===== src/rtl/ad_emu.sv =====
// ad_emu: emulates a serial ADC for an external frame master.
// A cs_n/sclk framed shift register streams a pattern word MSB first
// on sdata. The pattern word (fixed, ramp or square) is set up through
// the fx register bus and advances once per completed frame.
module ad_emu #(
    parameter int NBIT = 16,
    parameter int SYNC = 2
) (
    input  logic        clk_sys,
    input  logic        rst,
    input  logic        cs_n,
    input  logic        sclk,
    output logic        sdata,
    input  logic [21:0] fx_waddr,
    input  logic        fx_wr,
    input  logic [7:0]  fx_data,
    input  logic        fx_rd,
    input  logic [21:0] fx_raddr,
    output logic [7:0]  fx_q,
    input  logic [5:0]  dev_id
);

    localparam int CW = $clog2(NBIT + 1);
    localparam logic [CW-1:0] LAST_BIT = CW'(NBIT - 1);

    typedef enum logic [1:0] {
        ST_IDLE  = 2'd0,
        ST_LOAD  = 2'd1,
        ST_SHIFT = 2'd2,
        ST_DONE  = 2'd3
    } state_t;

    // synchronizers: index 0 is the newest sample
    logic [SYNC-1:0] cs_sync_q;
    logic [SYNC-1:0] sclk_sync_q;
    logic            cs_fall_s;
    logic            cs_rise_s;
    logic            sclk_fall_s;

    // frame engine
    state_t          state_q;
    logic [NBIT-1:0] shift_q;
    logic [CW-1:0]   bit_cnt_q;
    logic            sdata_q;
    logic            frame_done_s;

    // register file and pattern generator
    logic [1:0]  mode_q, mode_d;
    logic [15:0] fix_q, fix_d;
    logic [15:0] step_q, step_d;
    logic [7:0]  per_q, per_d;
    logic [15:0] word_q, word_d;
    logic [7:0]  sq_cnt_q, sq_cnt_d;
    logic        sq_neg_q, sq_neg_d;
    logic [15:0] frame_cnt_q;
    logic [7:0]  fx_q_q;
    logic        wr_hit_s;
    logic        rd_hit_s;
    logic        reload_s;
    logic [7:0]  per_eff_s;
    logic        unused_addr_s;

    assign sdata = sdata_q;
    assign fx_q  = fx_q_q;
    assign unused_addr_s = ^{fx_waddr[15:8], fx_raddr[15:8]};

    // Bring cs_n and sclk into clk_sys; both idle high.
    always_ff @(posedge clk_sys) begin
        if (rst) begin
            cs_sync_q   <= '1;
            sclk_sync_q <= '1;
        end else begin
            cs_sync_q   <= {cs_sync_q[SYNC-2:0], cs_n};
            sclk_sync_q <= {sclk_sync_q[SYNC-2:0], sclk};
        end
    end

    // Edge detection uses only the last two synchronizer stages.
    always_comb begin
        cs_fall_s   = cs_sync_q[SYNC-1] & ~cs_sync_q[SYNC-2];
        cs_rise_s   = ~cs_sync_q[SYNC-1] & cs_sync_q[SYNC-2];
        sclk_fall_s = sclk_sync_q[SYNC-1] & ~sclk_sync_q[SYNC-2];
        if ((state_q == ST_SHIFT) && sclk_fall_s && !cs_rise_s && (bit_cnt_q == LAST_BIT)) begin
            frame_done_s = 1'b1;
        end else begin
            frame_done_s = 1'b0;
        end
    end

    // Frame FSM: word is snapshotted on the IDLE->LOAD edge so a bus write
    // landing in the same cycle as the cs_n fall cannot leak into the frame.
    always_ff @(posedge clk_sys) begin
        if (rst) begin
            state_q   <= ST_IDLE;
            shift_q   <= '0;
            bit_cnt_q <= '0;
            sdata_q   <= 1'b0;
        end else if (cs_rise_s) begin
            state_q   <= ST_IDLE;
            bit_cnt_q <= '0;
            sdata_q   <= 1'b0;
        end else begin
            case (state_q)
                ST_IDLE: begin
                    sdata_q <= 1'b0;
                    if (cs_fall_s) begin
                        state_q   <= ST_LOAD;
                        shift_q   <= NBIT'(word_q);
                        bit_cnt_q <= '0;
                    end
                end
                ST_LOAD: begin
                    sdata_q <= shift_q[NBIT-1];
                    state_q <= ST_SHIFT;
                end
                ST_SHIFT: begin
                    if (sclk_fall_s) begin
                        shift_q   <= {shift_q[NBIT-2:0], 1'b0};
                        bit_cnt_q <= bit_cnt_q + CW'(1);
                        if (bit_cnt_q == LAST_BIT) begin
                            state_q <= ST_DONE;
                            sdata_q <= 1'b0;
                        end else begin
                            sdata_q <= shift_q[NBIT-2];
                        end
                    end
                end
                ST_DONE: begin
                    sdata_q <= 1'b0;
                end
                default: begin
                    state_q <= ST_IDLE;
                    sdata_q <= 1'b0;
                end
            endcase
        end
    end

    // Register write decode; writes to mode or fix request a pattern reload.
    always_comb begin
        wr_hit_s = fx_wr && (fx_waddr[21:16] == dev_id);
        mode_d   = mode_q;
        fix_d    = fix_q;
        step_d   = step_q;
        per_d    = per_q;
        reload_s = 1'b0;
        if (wr_hit_s) begin
            case (fx_waddr[7:0])
                8'h00: begin mode_d = fx_data[1:0]; reload_s = 1'b1; end
                8'h01: begin fix_d[7:0]  = fx_data;  reload_s = 1'b1; end
                8'h02: begin fix_d[15:8] = fx_data;  reload_s = 1'b1; end
                8'h03: step_d[7:0]  = fx_data;
                8'h04: step_d[15:8] = fx_data;
                8'h05: per_d        = fx_data;
                default: ;
            endcase
        end else begin
            reload_s = 1'b0;
        end
    end

    // Pattern next-state: a reload wins over a frame-completion advance.
    always_comb begin
        word_d    = word_q;
        sq_cnt_d  = sq_cnt_q;
        sq_neg_d  = sq_neg_q;
        per_eff_s = (per_q == 8'd0) ? 8'd1 : per_q;
        if (reload_s) begin
            word_d   = fix_d;
            sq_cnt_d = 8'd0;
            sq_neg_d = 1'b0;
        end else if (frame_done_s) begin
            case (mode_q)
                2'd1: word_d = word_q + step_q;
                2'd2: begin
                    if (({1'b0, sq_cnt_q} + 9'd1) >= {1'b0, per_eff_s}) begin
                        sq_cnt_d = 8'd0;
                        sq_neg_d = ~sq_neg_q;
                        word_d   = sq_neg_q ? fix_q : (~fix_q + 16'd1);
                    end else begin
                        sq_cnt_d = sq_cnt_q + 8'd1;
                    end
                end
                default: word_d = fix_q;
            endcase
        end else begin
            word_d = word_q;
        end
    end

    // Configuration, pattern state and frame counter registers.
    always_ff @(posedge clk_sys) begin
        if (rst) begin
            mode_q      <= 2'd0;
            fix_q       <= 16'h0000;
            step_q      <= 16'h0001;
            per_q       <= 8'h01;
            word_q      <= 16'h0000;
            sq_cnt_q    <= 8'd0;
            sq_neg_q    <= 1'b0;
            frame_cnt_q <= 16'h0000;
        end else begin
            mode_q   <= mode_d;
            fix_q    <= fix_d;
            step_q   <= step_d;
            per_q    <= per_d;
            word_q   <= word_d;
            sq_cnt_q <= sq_cnt_d;
            sq_neg_q <= sq_neg_d;
            if (frame_done_s) begin
                frame_cnt_q <= frame_cnt_q + 16'd1;
            end
        end
    end

    // Registered read port; returns zero whenever no matching read is pending.
    always_ff @(posedge clk_sys) begin
        if (rst) begin
            fx_q_q <= 8'h00;
        end else if (rd_hit_s) begin
            case (fx_raddr[7:0])
                8'h00:   fx_q_q <= {6'b0, mode_q};
                8'h01:   fx_q_q <= fix_q[7:0];
                8'h02:   fx_q_q <= fix_q[15:8];
                8'h03:   fx_q_q <= step_q[7:0];
                8'h04:   fx_q_q <= step_q[15:8];
                8'h05:   fx_q_q <= per_q;
                8'h06:   fx_q_q <= frame_cnt_q[7:0];
                8'h07:   fx_q_q <= frame_cnt_q[15:8];
                8'h08:   fx_q_q <= {6'b0, state_q};
                default: fx_q_q <= 8'h00;
            endcase
        end else begin
            fx_q_q <= 8'h00;
        end
    end

    assign rd_hit_s = fx_rd && (fx_raddr[21:16] == dev_id);

endmodule


===== config.mk =====
export PLATFORM = sky130hd
export DESIGN_NAME = ad_emu
export DESIGN_NICKNAME = d
export VERILOG_FILES = /design/src/rtl/ad_emu.sv
export SDC_FILE = /design/constraint.sdc
export NUM_CORES = 1
export LEC_CHECK = 0
export BUFFER_PORTS_ARGS = -buffer_cell sky130_fd_sc_hd__buf_2
export CORE_ASPECT_RATIO = 0.6
export CORE_MARGIN = 8
export CORE_UTILIZATION = 50
export DETAILED_ROUTE_END_ITERATION = 6
export HOLD_SLACK_MARGIN = 0.12
export PLACE_DENSITY = 0.75
export SYNTH_ARGS = -nofsm -noshare
export SYNTH_HDL_FRONTEND = slang
export SYNTH_SLANG_ARGS = --single-unit

===== constraint.sdc =====
create_clock -name clk_sys -period 2.9 [get_ports clk_sys]
set_clock_uncertainty 0.2 [all_clocks]
set_input_delay 0.145 -clock clk_sys [delete_from_list [all_inputs] [get_ports clk_sys]]
set_output_delay 0.145 -clock clk_sys [all_outputs]
set_load 0.02 [all_outputs]

==> results_dict.tcl <==
set metrics [dict create \
    worstSkewPairLatency_ns 0.41 \
    crit_path_cell_trace "ha_4, and3_4, and3_4, xor2_2, ha_1, a21oi_2, o22ai_2, a21o_1, o21a_1, buf_12, nor3_4, buf_6, a22oi_2, o21ai_1" \
    drc_errors 0 \
    chipHeight_um 109 \
    grt_remaining_overflow 0 \
    worst_path_most_repeated_cell "and3_4" \
    critical_path.slowest_cell "dfxtp_4" \
    violations "setup timing" \
    worstSetupEndpointType "flop" \
    synth.yosys.warnings 0 \
    flow.area_growth_from_synthesis_pct 27.6 \
    timing.critical_path.slowest_cell_delay_ns 0.36 \
    synth.top_cells.by_area "dfxtp_1 33%, mux2i_1 8.5%, nor2_1 6.5%" \
    finalWirelength_um 23600 \
    syn_area_um2 7220 \
    type_of_the_most_critical_hold_path "input pin to flop" \
    clock_tree.buffer_depth 2 \
    ff2ff_setup_slack_ns -0.17 \
    synth_cell_types 71 \
    die_width_um 171 \
    timing.max_slew.rel_slack 0.531 \
    drv_cap 0 \
    total_placed_cells_including_tap_cells 1123 \
    num_rows 34 \
    final_cell_mix "122 x nor2_1, 117 x dfxtp_1, 61 x nand2_1, 61 x mux2i_1, 61 x buf_4" \
    drtPass1Iterations 6 \
    worst_ep_required_time_ns 3.04 \
    outcome "finished, violations left" \
    fp.dieArea_um2 18700 \
    antenna-diode-count 0 \
    rsz0062_at_grt "true" \
    critical_path.max_fanout 5 \
    top_area_cell_type_share_of_the_netlist_area 0.330 \
    post-route-period-util 1.06 \
    synth_area_per_cell_um2 8.51 \
    antenna_found_initial 0 \
    yosys.area.top_type "dfxtp_1" \
    synth_enable_flop_cells 0 \
    crit_type "flop to flop" \
    placement.io_buffers 56 \
    holdWs_ns 0.145 \
    clk_pin_slew_worst_paths_ns 0.06 \
    grt_start_max_net_pins 59 \
    layout_setup_ws_ns -0.169 \
    drtIter0Drc 859 \
    worstPathBufferInverterCount 2 \
    ys_async_sr_fraction 0 \
    cts.sink_count 119 \
    worst_pin_slew_ns 0.698 \
    post_synth_inst_count 848 \
    rr_worst_depth 14 \
    mostFrequentLayoutCell "nor2_1" \
    timing.hold.worst_path_depth 6 \
    detailedPlacementHpwl_um 16900 \
    fp.coreArea_um2 14300 \
    category_of_the_worst_setup_path_launch_point "flop" \
    report.final.hold_viol_count 0 \
    floorplan.io_pins 73 \
    final_max_slew_viol_count 0 \
    synth_seq_cells 119 \
    route.detailed.vias_per_inst 5.98 \
    ant_nets 0 \
    nNetsFinal 1075 \
    tritoncts.num_buffers 17 \
    clk_root_buffer_cell "clkbuf_16" \
    total_leakage_power_nw 3.73 \
    crit_family "compound AO/OA/AOI/OAI gates" \
    via_count 7088 \
    period_minus_slack_ns 3.07 \
    synth.yosys.seq_area_share 0.330 \
    mappedNetlistNets 948 \
    drive_gt1_frac 0.230 \
    cp.arrival_ns 3.21 \
    achievable-frequency_ghz 0.326 \
    floorplan.initialDensity 0.505 \
    via_count_of_the_first_global_routing_pass 6693 \
    grt_util_all_layers 0.255 \
    setup-violations-final 24 \
    synthFlopType "dfxtp_1" \
    tritoncts "done" \
    post_layout_nonfiller_instances 1186 \
    power_mw 4.79 \
    power_per_cell_area_nw_per_um2 520 \
    finalWeightedCongestion 0.956 \
    post_drt_wl_per_cell_um 19.9 \
    ctsHtreeMaxLevel 4 \
    finalSetupTns_ns -2.67 \
    wire_length_of_the_first_global_routing_pass_um 37100 \
    worst_ir_drop_vdd_mv 0.414 \
    number_of_gates_on_the_worst_path_with_buffers_counted 14 \
]
## worst min-delay path, stage by stage
cell	delay [ns]
buf_2	0.10
nand3b_1	0.08
nor3_1	0.05
o2111ai_1	0.09
buf_4	0.19
a21oi_1	0.06
## Yosys cell counts (all sizes together) (11+ instances only)
cell    number
ha          35
mux2        11
xor2        25
dfxtp      119
inv         29
o21ai       30
a211oi      25
mux2i       61
nand2b      12
clkbuf      25
nor3        19
xnor2       28
buf         14
a21oi       41
a22oi       14
nand2       69
nor2       125
a22o        14
## final timing paths
| kind | start | to |
|---|---|---|
| max | sq_cnt_q[0] | word_q[6] |
| min | fx_rd | fx_q[4] |
| max reg2reg | sq_cnt_q[0] | word_q[6] |
| min reg2reg | sclk_sync_q[0] | sclk_sync_q[1] |
## power by group
| part | internal (mW) | switching (mW) |
|---|---|---|
| Combinational | 0.256 | 0.388 |
| Sequential | 1.71 | 0.0598 |
| Clock | 1.56 | 0.821 |
| Total | 3.52 | 1.27 |
## timing repair
action,CTS,global route
endpoints found under the setup margin,24,31
gates cloned,1,0
resized for setup,29,21
endpoints found under the hold margin,68,0
hold buffers,24,0
setup buffers,5,4
pin swaps,12,31
## final cells by class
type,instances,area (um2)
clock inverters,14,221
inverters,29,109
repair buffers,147,1060
flip-flops and latches,119,2390
clock buffers,18,439
fillers,1168,5080
multi-input cells,661,4750
well taps,198,248
## layer usage
layer / GRT usage / share of wire / vias up
li1: - / - / 3329
met1: 0.375 / 0.47 / 3337
met2: 0.343 / 0.38 / 375
met3: 0.0839 / 0.13 / 47
met4: 0.0704 / 0.019 / 0
met5: 0 / 0 / -
## cells by family (layout without fill, tap and decap cells)
family | count (synthesis) | after routing | synth area share
and+or+nand+nor | 302 | 302 | 0.204
AOI/OAI and AO/OA | 196 | 196 | 0.192
DFF | 119 | 119 | 0.330
adders and majority gates | 36 | 36 | 0.0634
xor gates and xnor gates | 53 | 53 | 0.0643
muxes | 74 | 74 | 0.108
buffers and inverters | 68 | 208 | 0.0380
## registers in the layout, summed over array words and instances, names as in the netlist
register,flops
fix_q,16
frame_cnt_q,16
shift_q,16
step_q,16
word_q,16
fx_q,8
per_q,8
sq_cnt_q,8
bit_cnt_q,5
cs_sync_q,2
mode_q,2
sclk_sync_q,2
state_q,2
sdata,1
sq_neg_q,1
## metrics by stage
stage / util / worst slack, ns / cell area, um2
final: 0.644 / -0.169 / 9210
after global routing: 0.644 / -0.265 / 9210
after CTS: 0.639 / -0.0975 / 9140
after detailed placement: 0.564 / -0.369 / 8060
after global placement: 0.564 / -0.221 / 8060
after floorplan: - / 0.0313 / 7220
Power figures use the tool's default switching activity.
